<file path="config.mk">
export PLATFORM = sky130hd
export DESIGN_NAME = vga_bar_motion
export DESIGN_NICKNAME = d
export VERILOG_FILES = /design/src/rtl/vga_pkg.sv /design/src/rtl/frame_tick_edge.sv /design/src/rtl/vga_bar_motion.sv
export SDC_FILE = /design/constraint.sdc
export NUM_CORES = 1
export LEC_CHECK = 0
export ABC_CLOCK_PERIOD_IN_PS = 11500
export BUFFER_PORTS_ARGS = -buffer_cell sky130_fd_sc_hd__buf_2
export CORE_MARGIN = 2
export CORE_UTILIZATION = 25
export CTS_CLUSTER_SIZE = 24
export DETAILED_ROUTE_END_ITERATION = 8
export SLEW_MARGIN = 10
export SYNTH_ARGS = -nofsm -noshare
export SYNTH_HDL_FRONTEND = slang
export SYNTH_SLANG_ARGS = --single-unit
</file>
<file path="constraint.sdc">
create_clock -name i_Clk -period 11.5 [get_ports i_Clk]
set_clock_uncertainty 0.15 [all_clocks]
set_input_delay 2.3 -clock i_Clk [delete_from_list [all_inputs] [get_ports i_Clk]]
set_output_delay 2.3 -clock i_Clk [all_outputs]
set_load 0.005 [all_outputs]
</file>
<file path="src/rtl/vga_pkg.sv">
// Shared constants and types for the VGA bar animation and colour stages.
package vga_pkg;

  localparam int BAR_POS_W = 9;
  localparam int BAR_VEL_W = 5;

  // Geometry consumed by the colour stage when drawing a bar around its offset.
  localparam int SCREEN_MID_LINE = 240;
  localparam int BAR_HALF_HEIGHT = 16;

  typedef enum logic {
    WAIT = 1'b0,
    MOVE = 1'b1
  } bar_state_t;

  // Symmetric clamp of a one-bit-widened velocity to +/-lim.
  function automatic logic signed [BAR_VEL_W:0] clamp_vel(
    input logic signed [BAR_VEL_W:0] v,
    input logic signed [BAR_VEL_W:0] lim
  );
    logic signed [BAR_VEL_W:0] r;
    if (v > lim) begin
      r = lim;
    end else if (v < -lim) begin
      r = -lim;
    end else begin
      r = v;
    end
    return r;
  endfunction

endpackage

</file>
<file path="src/rtl/frame_tick_edge.sv">
// Rising-edge detector for the frame strobe; emits one enable-qualified
// single-cycle event per strobe regardless of strobe width.
module frame_tick_edge (
  input  logic clk,
  input  logic rst,
  input  logic tick,
  input  logic enable,
  output logic tick_ev
);

  logic prev_tick_r;

  // Strobe history, cleared in reset so a strobe high at release counts.
  always_ff @(posedge clk or posedge rst) begin
    if (rst) begin
      prev_tick_r <= 1'b0;
    end else begin
      prev_tick_r <= tick;
    end
  end

  assign tick_ev = tick & ~prev_tick_r & enable;

endmodule

</file>
<file path="src/rtl/vga_bar_motion.sv">
// Per-bar animation engine: signed vertical offset of one bar relative to the
// screen mid-line, advanced once per frame by a bounded sign-force oscillation.
module vga_bar_motion
  import vga_pkg::*;
#(
  parameter int START_DELAY  = 0,
  parameter int AMPLITUDE    = 200,
  parameter int MAX_SPEED    = 8,
  parameter int ACCEL_PERIOD = 2
) (
  input  logic                        i_Clk,
  input  logic                        i_Reset,
  input  logic                        i_NewFrameTick,
  input  logic                        i_Enable,
  output logic signed [BAR_POS_W-1:0] o_VerticalSplitLine,
  output logic signed [BAR_VEL_W-1:0] o_Velocity,
  output logic                        o_Moving
);

  localparam logic [7:0]                  DELAY_LAST = 8'(START_DELAY);
  localparam logic [4:0]                  ACCEL_LAST = 5'(ACCEL_PERIOD - 1);
  localparam logic signed [BAR_VEL_W:0]   VEL_LIM    = 6'(MAX_SPEED);
  localparam logic signed [BAR_VEL_W-1:0] VEL_KICK   = 5'(MAX_SPEED);
  localparam logic signed [9:0]           AMP_POS    = 10'(AMPLITUDE);
  localparam logic signed [9:0]           AMP_NEG    = 10'(-AMPLITUDE);
  localparam logic signed [BAR_POS_W-1:0] OFS_POS    = 9'(AMPLITUDE);
  localparam logic signed [BAR_POS_W-1:0] OFS_NEG    = 9'(-AMPLITUDE);

  bar_state_t                  state_r;
  logic [7:0]                  delay_r;
  logic [4:0]                  accel_r;
  logic signed [BAR_POS_W-1:0] offset_r;
  logic signed [BAR_VEL_W-1:0] vel_r;
  logic                        moving_r;

  logic                        tick_ev_s;
  logic signed [BAR_VEL_W:0]   force_s;
  logic signed [BAR_VEL_W:0]   vel_next_s;
  logic [4:0]                  accel_next_s;
  logic signed [9:0]           sum_s;

  frame_tick_edge u_tick (
    .clk    (i_Clk),
    .rst    (i_Reset),
    .tick   (i_NewFrameTick),
    .enable (i_Enable),
    .tick_ev(tick_ev_s)
  );

  // Restoring force, periodic velocity step and the unbounded next position.
  always_comb begin
    force_s      = 6'sd0;
    vel_next_s   = {vel_r[BAR_VEL_W-1], vel_r};
    accel_next_s = accel_r;
    sum_s        = 10'sd0;

    if (offset_r > 9'sd0) begin
      force_s = -6'sd1;
    end else if (offset_r < 9'sd0) begin
      force_s = 6'sd1;
    end else begin
      force_s = 6'sd0;
    end

    if (accel_r == ACCEL_LAST) begin
      vel_next_s   = clamp_vel({vel_r[BAR_VEL_W-1], vel_r} + force_s, VEL_LIM);
      accel_next_s = 5'd0;
    end else begin
      vel_next_s   = {vel_r[BAR_VEL_W-1], vel_r};
      accel_next_s = accel_r + 5'd1;
    end

    // 10-bit sum cannot overflow: |offset| <= 255-MAX_SPEED, |v| <= 15.
    sum_s = {offset_r[BAR_POS_W-1], offset_r} + {{4{vel_next_s[BAR_VEL_W]}}, vel_next_s};
  end

  // WAIT/MOVE state machine; everything advances only on a qualified tick.
  always_ff @(posedge i_Clk or posedge i_Reset) begin
    if (i_Reset) begin
      state_r  <= WAIT;
      delay_r  <= 8'd0;
      accel_r  <= 5'd0;
      offset_r <= 9'sd0;
      vel_r    <= 5'sd0;
      moving_r <= 1'b0;
    end else if (tick_ev_s) begin
      case (state_r)
        WAIT: begin
          if (delay_r == DELAY_LAST) begin
            state_r  <= MOVE;
            vel_r    <= VEL_KICK;
            moving_r <= 1'b1;
            accel_r  <= 5'd0;
          end else begin
            delay_r <= delay_r + 8'd1;
          end
        end
        MOVE: begin
          accel_r <= accel_next_s;
          if (sum_s > AMP_POS) begin
            offset_r <= OFS_POS;
            vel_r    <= 5'sd0;
          end else if (sum_s < AMP_NEG) begin
            offset_r <= OFS_NEG;
            vel_r    <= 5'sd0;
          end else begin
            offset_r <= sum_s[BAR_POS_W-1:0];
            vel_r    <= vel_next_s[BAR_VEL_W-1:0];
          end
        end
        default: begin
          state_r <= WAIT;
        end
      endcase
    end
  end

  assign o_VerticalSplitLine = offset_r;
  assign o_Velocity          = vel_r;
  assign o_Moving            = moving_r;

endmodule

</file>
Word-level counts from Yosys, hierarchy flattened
Cells that the tools add are included.
{ "totals": {"regBits": 30, "in_bits": 4, "output_inout_bits": 15, "wordCells": 45} }
{ "classes": {"addsub": 4, "order_cmp": 6, "n_eq_ne": 2, "n_mux": 16, "n_bitwise": 5, "reduce_logical": 5} }
{ "op_table": {"columns": ["cell", "n"], "rows": [
  ["$mux 5", 5],
  ["$mux 6", 4],
  ["$pmux 5 s2", 2],
  ["$mux 9", 2],
  ["$add 9x6->10", 1],
  ["$gt 10x9->1 const B", 1],
  ["$lt 10x9->1 const B", 1],
  ["$gt 9x1->1 const B", 1],
  ["$lt 9x1->1 const B", 1],
  ["$add 8x1->8 const B", 1],
  ["$logic_not 8->1", 1],
  ["$add 6x6->6", 1],
  ["$gt 6x5->1 const B", 1],
  ["$lt 6x4->1 const B", 1],
  ["$reduce_and 3->1", 2],
  ["$add 5x1->5 const B", 1],
  ["$eq 5x1->1 const B", 1],
  ["$reduce_and 2->1", 2],
  ["$mux 1", 3],
  ["$not 1->1", 3],
  ["$and 1x1->1", 2],
  ["$ne 2x2->1 const B", 1]
]} }

Depth between registers and ports, before layout
{ "logic_depth": {"ltp_word": 13, "ltp_mapped": 22, "ltp_nobuf": 22} }

By module
A second synthesis with hierarchy kept.
{ "unflattened": {"hier_cells": 216, "area_unflattened_um2": 2029.4} }
{ "by_module_without_submodules": {"columns": ["module", "n_inst", "cells_per_inst", "area_per_inst_um2", "seq_area_each_um2"], "rows": [
  ["vga_bar_motion", 1, 213, 1991.9, 725.7],
  ["frame_tick_edge", 1, 3, 37.5, 25.0]
]} }

Worst setup path after synthesis
No wires, ideal clock.
{ "synth_timing": {"kind": "register to register", "start": "register offset_r[1] (netlist: o_VerticalSplitLine[1])", "end": "register vel_r[3] (netlist: o_Velocity[3])", "setup_time_ns": 0.066, "arrival_ns": 4.635, "required_time_ns": 11.284, "path_slack_ns": 6.649, "stages_incl_launch_ff": 22, "n_path_buf": 0, "period_less_slack_ns": 4.851, "path_cell_list": "dfrtp_1 > nor4_1 > nand2_1 > or2_2 > ha_1 > inv_1 > fa_1 > nor2b_1 > o21a_1 > or3_1 > a211oi_1 > o2bb2ai_1 > nand2_1 > o21ai_0 > ha_1 > fa_1 > nor3_1 > nor3_1 > o311a_1 > nor4b_4 > or2_4 > a22o_1"} }
{ "synth_between": {"elab_chain_len": 13, "word_cells_on_any_way": 16, "classes_between": "add/sub: 2; order compare: 6; mux: 8"} }
{ "synth_lines": {"columns": ["item", "line_no", "text"], "rows": [
  ["start: declaration", "vga_bar_motion.sv:32", "logic signed [BAR_POS_W-1:0] offset_r;"],
  ["start signal: assignment", "vga_bar_motion.sv:107", "offset_r <= sum_s[BAR_POS_W-1:0];"],
  ["$lt 9x1->1", "vga_bar_motion.sv:59", "end else if (offset_r < 9'sd0) begin"],
  ["$mux 1", "vga_bar_motion.sv:59", null],
  ["$mux 6", "vga_bar_motion.sv:57", "if (offset_r > 9'sd0) begin"],
  ["$add 6x6->6", "vga_bar_motion.sv:66", "vel_next_s = clamp_vel({vel_r[BAR_VEL_W-1], vel_r} + force_s, VEL_LIM);"],
  ["$lt 6x4->1", "vga_pkg.sv:24", "end else if (v < -lim) begin"],
  ["$mux 6", "vga_pkg.sv:24", null],
  ["$mux 6", "vga_pkg.sv:22", "if (v > lim) begin"],
  ["$mux 6", "vga_bar_motion.sv:65", "if (accel_r == ACCEL_LAST) begin"],
  ["$add 9x6->10", "vga_bar_motion.sv:74", "sum_s = {offset_r[BAR_POS_W-1], offset_r} + {{4{vel_next_s[BAR_VEL_W]}}, vel_next_s};"],
  ["$lt 10x9->1", "vga_bar_motion.sv:103", "end else if (sum_s < AMP_NEG) begin"],
  ["$mux 5", "vga_bar_motion.sv:103", null],
  ["$mux 5 *", "vga_bar_motion.sv:100", "if (sum_s > AMP_POS) begin"],
  ["$pmux 5 s2 *", "vga_bar_motion.sv:87", "case (state_r)"],
  ["end signal: assignment", "vga_bar_motion.sv:108", "vel_r <= vel_next_s[BAR_VEL_W-1:0];"],
  ["end: declaration", "vga_bar_motion.sv:33", "logic signed [BAR_VEL_W-1:0] vel_r;"]
]} }
Mark *: on every way between the ends. The rest lies on a longest branch, timed or not.
A chain may end at the register's enable or synchronous reset.

Worst setup path in the final report
{ "layout_timing": {"start": "register offset_r[1] (netlist: o_VerticalSplitLine[1])", "end": "register vel_r[1] (netlist: o_Velocity[1])"} }
Same word-level chain as after synthesis.

==> run_results.csv <==
group,metric,value,unit
detailed_routing,drtIter0Drc,121,
critical_path,cp_max_fo,7,
global_route,grt_overflow,0,
sta,maxSlewHeadroom,38.6,%
placed_design,place_area,2350,um2
critical_path,cp.arrival,5.81,ns
worst_hold_path,min_to,"o_Moving",
clock_network,cts-resized-gates,0,
clock_network,clkTransAtPathRegs,0.07,ns
critical_path,reg2reg_depth,21,
yosys,async_reset_ff_share,100,%
detailed_routing,first_pass_iters,4,
sta,min_period,5.78,ns
detailed_routing,vias_per_cell,5.03,
floorplan,die_area,9270,um2
clock_network,clockBufferDepth,2,
yosys,syn_area_per_cell,9.26,um2
detailed_routing,wl_per_cell,13.2,um
placed_design,dp_cells,352,
clock_network,clock_sink_count,30,
yosys,netlist_instances,230,
critical_path,crit_path_end_kind,"register",
critical_path,r2r_setup_slack,5.72,ns
sta,setup_viol,0,
worst_hold_path,hp-start,"o_Moving",
yosys,ys_seq_area_share,35.3,%
floorplan,io_pins,19,
detailed_routing,vias,1810,
detailed_routing,wirelength,4750,um
yosys,synth-edff-count,0,
clock_network,clk_latency,0.28,ns
yosys,syn_area,2130,um2
floorplan,rows,33,
yosys,synth_cell_type_count,55,
outcome,status,"finished clean",
job,maxCapViolCount,0,
detailed_routing,wl_met1,2390,um
global_route,grt_pass1_vias,1761,
clock_network,htree_levels,2,
sta,finalMaxSlewViolations,0,
finish,drive_gt1_share,16.9,%
critical_path,startpoint_type,"register",
sta,rsz0062_at_grt,"false",
worst_hold_path,hold_path.class,"register to register",
yosys,synth_nets,254,
sta,tns,0,ns
finish,stdcell_area,2490,um2
sta,period_share,50.3,%
global_route,grt_max_degree,31,
finish,layout_commonest_cell,"dfrtp_1",
clock_network,ctsRootBufferMaster,"clkbuf_8",
floorplan,initial_utilization,25.9,%
detailed_routing,wl_met3,202,um
clock_network,cts_made_buffers,5,
critical_path,required,11.54,ns
placed_design,hpwl,3710,um
sta,final_hold_viol_count,0,
sta,fmax,173,MHz
critical_path,r2r-start,"o_VerticalSplitLine[1]",
clock_network,holdBufCountCts,0,
clock_network,cts_tree,"built",
finish,nets,278,
finish,area.growth.synth_to_final,17.1,%
yosys,ys_seq_elements,30,
placed_design,place_congestion,0.879,
global_route,antenna_found_initial,0,
finish,n_antenna_cell,0,
floorplan,die_w,96.3,um
finish,final_cells,360,
global_route,grt_util_all_layers,11.6,%
floorplan,die_h,96.3,um
yosys,synth-main-ff-cell,"dfrtp_1",
detailed_routing,drc,0,
detailed_routing,top_layer_used,"met4",
placed_design,port_buffers,18,
yosys,yosysWarnings,0,
finish,final_cell_mix,"dfrtp_1 (30), nand2_1 (27), ha_1 (18), buf_2 (18), nor2_1 (16)",
critical_path,worstReg2RegEnd,"o_Velocity[1]",
detailed_routing,wl_met2,2050,um
floorplan,core_region_area,8220,um2
worst_hold_path,hold_depth,1,
critical_path,path_class,"register to register",
detailed_routing,final_antenna_net_count,0,
clock_network,cts_setup_buffers,0,
global_route,grt_pass1_wl,8450,um
sta,worstMarginPinSlew,0.908,ns
==> per-layer routing <==
layer	track usage, %	vias to the layer above
li1	-	905
met1	16.1	858
met2	17.2	34
met3	2.98	13
met4	4.58	0
met5	0	-
==> flip-flops by register name, summed over array words and instances, names as in the netlist <==
name	cells
delay_r	8
state_r	1
o_Moving	1
o_Velocity	5
accel_r	5
o_VerticalSplitLine	9
u_tick.prev_tick_r	1
==> cell type report <==
| cell class | instances | area [um2] |
|---|---|---|
| Clock buffer | 6 | 82.6 |
| Clock inverter | 2 | 60.1 |
| Fill cell | 858 | 5720 |
| Inverter | 9 | 33.8 |
| Multi-Input combinational cell | 189 | 1340 |
| Sequential cell | 30 | 751 |
| Tap cell | 105 | 131 |
| Timing Repair Buffer | 19 | 97.6 |
==> logic make-up (layout without fill, tap and decap cells) <==
group	count (synthesis)	count (layout)	synth area share, %
DFF	30	30	35.3
and+or+nand+nor	89	89	22.6
xor gates and xnor gates	14	14	6.11
adders and majority gates	20	20	12.5
buffers and inverters	11	36	1.94
AOI/OAI and AO/OA	66	66	21.6
==> per-stage QoR <==
step / hold slack [ns] / utilization (%) / setup WS, ns
5_1_grt: 0.357 / 30.3 / 5.26
2_1_floorplan: 0.288 / - / 6.65
4_1_cts: 0.344 / 30.3 / 5.78
6_report: 0.330 / 30.3 / 5.72
3_5_place_dp: 0.325 / 28.6 / 5.86
3_3_place_gp: 0.312 / 28.6 / 5.88
==> how the worst max path moves through the flow <==
stage / from / end
4_1_cts: o_VerticalSplitLine[1] / o_Velocity[1]
3_5_place_dp: o_VerticalSplitLine[1] / o_Velocity[1]
5_1_grt: o_VerticalSplitLine[1] / o_Velocity[1]
2_1_floorplan: o_VerticalSplitLine[1] / o_Velocity[3]
6_report: o_VerticalSplitLine[1] / o_Velocity[1]
3_3_place_gp: o_VerticalSplitLine[1] / o_Velocity[1]
==> Yosys cell counts, types with 2 or more instances <==
master,count,area (um2)
a211oi_1,2,15.0
a21o_1,6,45.0
a21oi_1,10,50.1
a22o_1,5,43.8
a31oi_1,2,12.5
clkbuf_1,2,7.51
dfrtp_1,30,751
fa_1,2,40.0
ha_1,18,225
inv_1,9,33.8
nand2_1,27,101
nand2b_1,3,18.8
nand3_1,8,40.0
nand4_1,4,25.0
nor2_1,16,60.1
nor2b_1,4,25.0
nor3_1,4,20.0
nor4_1,5,31.3
o211ai_1,6,45.0
o21ai_0,15,75.1
o21ai_1,2,10.0
o31ai_1,2,15.0
or2_2,4,25.0
or4b_2,2,20.0
xnor2_1,8,70.1
xor2_1,5,43.8
==> worst max-delay path, stage by stage (launching register included) <==
cell and delay, ns:
dfrtp_1 0.44, nor4_1 0.43, nand2_1 0.12, or2_2 0.29, ha_1 0.20, inv_1 0.07
fa_1 0.21, nor2b_1 0.06, o21a_1 0.17, or3_1 0.33, a211oi_1 0.32, o2bb2ai_1 0.24
nand2_1 0.12, o21ai_0 0.32, ha_1 0.30, o21ai_1 0.12, o211a_1 0.23, nand3b_1 0.17
a31oi_1 0.57, nor4b_4 0.45, nor2_2 0.13, o211ai_1 0.23
Power is left out: the tool's default activity adds up to more than one toggle a clock period on the data nets, which glitch-free logic cannot reach.
